<file path="src/rtl/mdu_issue_ctrl.sv">
// Issue controller between E-stage pipeline control and the multiply/divide unit.
// Starts mult/div ops, tracks their latency, stalls colliding HI/LO ops and counts stall cycles.
module mdu_issue_ctrl #(
    parameter int unsigned MUL_CYCLES = 5,
    parameter int unsigned DIV_CYCLES = 10,
    parameter int unsigned CNT_W      = 16
) (
    input  logic             clk,
    input  logic             reset,
    input  logic             req_valid,
    input  logic [3:0]       req_op,
    input  logic [31:0]      req_a,
    input  logic [31:0]      req_b,
    input  logic             flush,
    output logic             req_ready,
    output logic             stall,
    output logic             mdu_start,
    output logic [3:0]       mdu_op,
    output logic [31:0]      mdu_a,
    output logic [31:0]      mdu_b,
    output logic             busy,
    output logic             done,
    output logic [CNT_W-1:0] stall_cnt
);

    localparam int unsigned MAXC = (MUL_CYCLES > DIV_CYCLES) ? MUL_CYCLES : DIV_CYCLES;
    localparam int unsigned LW   = $clog2(MAXC + 1);

    localparam logic [LW-1:0] MUL_LOAD = LW'(MUL_CYCLES - 1);
    localparam logic [LW-1:0] DIV_LOAD = LW'(DIV_CYCLES - 1);

    localparam logic [1:0] S_IDLE = 2'd0;
    localparam logic [1:0] S_MUL  = 2'd1;
    localparam logic [1:0] S_DIV  = 2'd2;

    logic [1:0]       r_state;
    logic [LW-1:0]    r_cnt;
    logic [CNT_W-1:0] r_stall_cnt;

    logic w_hit;
    logic w_idle;
    logic w_accept;
    logic w_is_mul;
    logic w_is_div;
    logic w_last;

    always_comb begin
        w_hit    = req_valid && (req_op >= 4'd1) && (req_op <= 4'd9) && !flush;
        w_idle   = (r_state == S_IDLE);
        w_is_mul = (req_op == 4'd1) || (req_op == 4'd2);
        w_is_div = (req_op == 4'd3) || (req_op == 4'd4);
        w_last   = !w_idle && (r_cnt == '0);
        // Combinational outputs are forced low while reset is held.
        w_accept = reset && w_hit && w_idle;
    end

    always_comb begin
        req_ready = w_accept;
        stall     = reset && w_hit && !w_idle;
        mdu_start = w_accept && (w_is_mul || w_is_div);
        mdu_op    = w_accept ? req_op : 4'd0;
        mdu_a     = reset ? req_a : '0;
        mdu_b     = reset ? req_b : '0;
        busy      = !w_idle;
        done      = w_last;
        stall_cnt = r_stall_cnt;
    end

    always_ff @(posedge clk or negedge reset) begin
        if (!reset) begin
            r_state <= S_IDLE;
            r_cnt   <= '0;
        end else begin
            case (r_state)
                S_IDLE: begin
                    if (w_accept && w_is_mul) begin
                        r_state <= S_MUL;
                        r_cnt   <= MUL_LOAD;
                    end else if (w_accept && w_is_div) begin
                        r_state <= S_DIV;
                        r_cnt   <= DIV_LOAD;
                    end
                end
                S_MUL, S_DIV: begin
                    if (r_cnt == '0) begin
                        r_state <= S_IDLE;
                    end else begin
                        r_cnt <= r_cnt - LW'(1);
                    end
                end
                default: begin
                    r_state <= S_IDLE;
                    r_cnt   <= '0;
                end
            endcase
        end
    end

    always_ff @(posedge clk or negedge reset) begin
        if (!reset) begin
            r_stall_cnt <= '0;
        end else if (stall && (r_stall_cnt != '1)) begin
            r_stall_cnt <= r_stall_cnt + CNT_W'(1);
        end
    end

endmodule
</file>
<file path="config.mk">
export PLATFORM = sky130hd
export DESIGN_NAME = mdu_issue_ctrl
export DESIGN_NICKNAME = d
export VERILOG_FILES = /design/src/rtl/mdu_issue_ctrl.sv
export SDC_FILE = /design/constraint.sdc
export NUM_CORES = 1
export LEC_CHECK = 0
export ABC_CLOCK_PERIOD_IN_PS = 1650
export CAP_MARGIN = 20
export CELL_PAD_IN_SITES_DETAIL_PLACEMENT = 1
export CELL_PAD_IN_SITES_GLOBAL_PLACEMENT = 2
export CORE_MARGIN = 2
export CORE_UTILIZATION = 15
export DETAILED_ROUTE_END_ITERATION = 8
export PLACE_DENSITY_LB_ADDON = 0.1
export SYNTH_ARGS = -nofsm -noshare
export SYNTH_HDL_FRONTEND = slang
export SYNTH_SLANG_ARGS = --single-unit
</file>
<file path="constraint.sdc">
create_clock -name clk -period 1.65 [get_ports clk]
set_clock_uncertainty 0.15 [all_clocks]
set_input_delay 0.2475 -clock clk [delete_from_list [all_inputs] [get_ports clk]]
set_output_delay 0.2475 -clock clk [all_outputs]
set_load 0.03 [all_outputs]
</file>
==> results.yml <==
die:
  io_pins: 161
  core_um2: 12600
  die_h_um: 117
  row_count: 41
  die_w_um: 117
  start_util_pct: 15.3
  die_area_um2: 13700
sta:
  setup_viol: 27
  fin_ws_ns: -0.207
  tightest_slew_ns: 0.353
  max_freq_ghz: 0.539
  tns_ns: -2.60
  drv_slew: 0
  min_period_over_period_pct: 113
  rsz0062_at_grt: "yes"
  hold-worst-slack_ns: 0.260
  post-route-min-period_ns: 1.86
  slew_headroom_pct: 76.3
  hold_viol_final: 0
placed_design:
  hpwlAfterDp_um: 7540
  place.gp.congestion: 0.755
  io_buffers: 160
  placed_cells: 599
finish:
  seq_area_um2: 566
  num_antenna_cells: 0
  fillerInstances: 1452
  nNetsFinal: 523
  stdcell_count: 617
  area_growth_pct: 142
  utilization_pct: 37.0
  drive_above_1_share_pct: 49.9
  multiInputGateArea_um2: 1600
clock_network:
  cts_buffers: 3
  cts_buffer_depth: 2
  cts_htree_levels: 1
  clock_sinks: 22
  cts_root_buffer: "clkbuf_16"
  clk_pin_slew_ns: 0.07
  clk_latency_ns: 0.26
  cts_tree: "done"
critical_path:
  critical_path_class: "flop to primary output"
  critPathArrivalTime_ns: 1.46
  critPathLaunch: "r_state[0]$_DFFE_PN0P_"
  worst_path_most_repeated_cell: "buf_6"
  critPathLaunchType: "flop"
  worst_path_max_delay_cell: "dfrtp_1"
  slowest_delay_ns: 0.39
  crit_path_cell_trace: "inv_2 -> ha_4 -> o2111a_2 -> buf_6 -> and2_4 -> buf_6"
  r2r-start: "r_state[0]$_DFFE_PN0P_"
  endpoint_kind: "primary output"
  reg2reg_slack_ns: -0.13
  crit_fanout: 4
  critPathRequiredTime_ns: 1.25
grt:
  grt_pass1_vias: 2685
  grt_pass1_wl_um: 14500
  overflow: 0
  grt_max_degree: 68
  track_usage_pct: 13.8
  antenna_found_initial: 0
run_status:
  status: "finished, violations left"
  violations: "setup timing"
power_and_ir_drop:
  power_density_nw_per_um2: 797
  power_leakage_nw: 2.15
  irDropWorstVdd_v: 0.000347
  clockPowerShare_pct: 18.7
  cell_internal_pwr_mw: 2.33
  switchingPower_mw: 1.38
  sw_frac_of_total_pct: 37.2
  p_comb_share_pct: 62.6
  pwr-share-seq_pct: 18.7
logic_synthesis:
  synthCells: 220
  syn_area_um2: 1920
  syn_nets: 297
  async_flop_share_pct: 100
  synth_warnings: 0
  ys_seq_area_share_pct: 28.7
  synth-main-ff-cell: "dfrtp_1"
  synth_edf_count: 0
  synth_cell_types: 48
  syn_area_per_cell_um2: 8.73
  ys_ff_latch: 22
drt:
  vias_per_cell: 4.09
  dr.pass1.iters: 4
  wl_um: 9460
  drc: 0
  vias: 2522
  drt-wirelength-per-cell_um: 15.3
  ant_nets: 0
  drt_iter0_markers: 53
job:
  maxCapViolations: 0
min_path:
  hold_path.class: "input port to asynchronous set/reset pin"
[critical path, delay by kind of cell, from the launching register on]
family | cells | cell delay, ns
compound gates | 1 | 0.24
flops | 1 | 0.39
fa+ha+maj | 1 | 0.16
simple gates | 1 | 0.13
buf+inv | 3 | 0.29
[metal layers]
layer | track usage (%) | wire length [um]
met1 | 16.0 | 3610
met2 | 24.9 | 4880
met3 | 4.89 | 885
met4 | 1.88 | 85
met5 | 0 | 0
[per-stage QoR]
| step | total power [mW] | worst slack, ns | cell area (um^2) |
|---|---|---|---|
| 2_1_floorplan | 1.74 | -0.117 | 2010 |
| 3_3_place_gp | 2.70 | -0.888 | 4120 |
| 3_5_place_dp | 2.71 | -0.894 | 4120 |
| 4_1_cts | 3.66 | -0.230 | 4580 |
| 5_1_grt | 3.94 | -0.268 | 4650 |
| 6_report | 3.71 | -0.207 | 4650 |
[cells in the final DEF, fill, tap and decap left out, types with 3 or more instances in the layout]
| cell | count |
|---|---|
| buf_4 | 114 |
| and2_1 | 64 |
| clkdlybuf4s50_1 | 64 |
| dlygate4sd2_1 | 19 |
| buf_6 | 18 |
| xor2_1 | 16 |
| dfrtp_2 | 12 |
| buf_12 | 11 |
| dfrtp_1 | 10 |
| nand2_1 | 8 |
| nand3_1 | 7 |
| nor2_1 | 6 |
| a211oi_4 | 5 |
| buf_2 | 5 |
| inv_2 | 4 |
| and2_4 | 4 |
| nand4_1 | 4 |
| ha_4 | 4 |
| nand2_2 | 3 |
| o21ai_0 | 3 |
| nor4_4 | 3 |
| clkbuf_16 | 3 |
[timing repair]
action | CTS | global route
endpoints found under the setup margin | 111 | 32
gates cloned | 1 | 0
buffers inserted | 10 | 4
pin swaps | 23 | 24
hold buffers | 1 | 0
gates resized for setup | 110 | 16
endpoints found under the hold margin | 4 | 0
[cell families (layout without fill, tap and decap cells)]
kind of cell    after synthesis  count (layout)  share of synthesized area (%)
buf+inv                      19             244                           4.63
fa+ha+maj                     5               5                           3.26
xor+xnor                     16              16                           7.30
simple gates                126             126                           41.4
flops                        22              22                           28.7
mux                           1               1                          0.586
compound gates               31              31                           14.1
[final timing paths]
check,endpoint,cells past startpoint
setup / recovery,mdu_start,6
hold / removal,stall_cnt[15]$_DFFE_PN0P_,4
setup reg to reg,stall_cnt[1]$_DFFE_PN0P_,7
hold reg to reg,stall_cnt[9]$_DFFE_PN0P_,2
max in group asynchronous,r_cnt[0]$_DFFE_PN0P_,4
min in group clk,stall_cnt[9]$_DFFE_PN0P_,2
[power groups by stage]
| stage | clock network [mW] | logic [mW] | registers (mW) |
|---|---|---|---|
| after floorplan | 0 | 0.982 | 0.756 |
| after global placement | 0 | 2.00 | 0.701 |
| after detailed placement | 0 | 2.01 | 0.701 |
| after CTS | 0.714 | 2.25 | 0.693 |
| after global routing | 0.737 | 2.50 | 0.703 |
| final | 0.694 | 2.32 | 0.692 |
[registers in the layout (all words and copies together) (netlist names)]
name	cells
r_cnt	4
stall_cnt	16
r_state	2
[cell type report]
class	count	share of cell area [%]
Clock buffer	3	1.61
Clock inverter	1	0.645
Inverter	7	0.726
Multi-Input combinational cell	179	34.4
Sequential cell	22	12.2
Tap cell	172	4.62
Timing Repair Buffer	233	45.9
[synthesized netlist by cell type, types with 2 or more instances]
cell type / instances / area [um^2]
a211oi_1: 7 / 52.6
clkbuf_1: 7 / 26.3
and3_2: 2 / 15.0
buf_2: 2 / 10.0
nor2_1: 6 / 22.5
nor3_1: 4 / 20.0
nand2_1: 11 / 41.3
o41ai_1: 3 / 26.3
and2_1: 70 / 438
a22o_1: 2 / 17.5
a2111oi_0: 2 / 17.5
nor3b_1: 2 / 15.0
nand3_1: 9 / 45.0
inv_1: 7 / 26.3
o21ai_0: 4 / 20.0
nand4_1: 4 / 25.0
a32o_1: 2 / 20.0
buf_4: 2 / 15.0
nand2b_1: 2 / 12.5
dfrtp_1: 22 / 551
xor2_1: 16 / 140
ha_1: 5 / 62.6
nor4_1: 3 / 18.8
and4_1: 2 / 17.5
(Power assumes the default switching activity.)
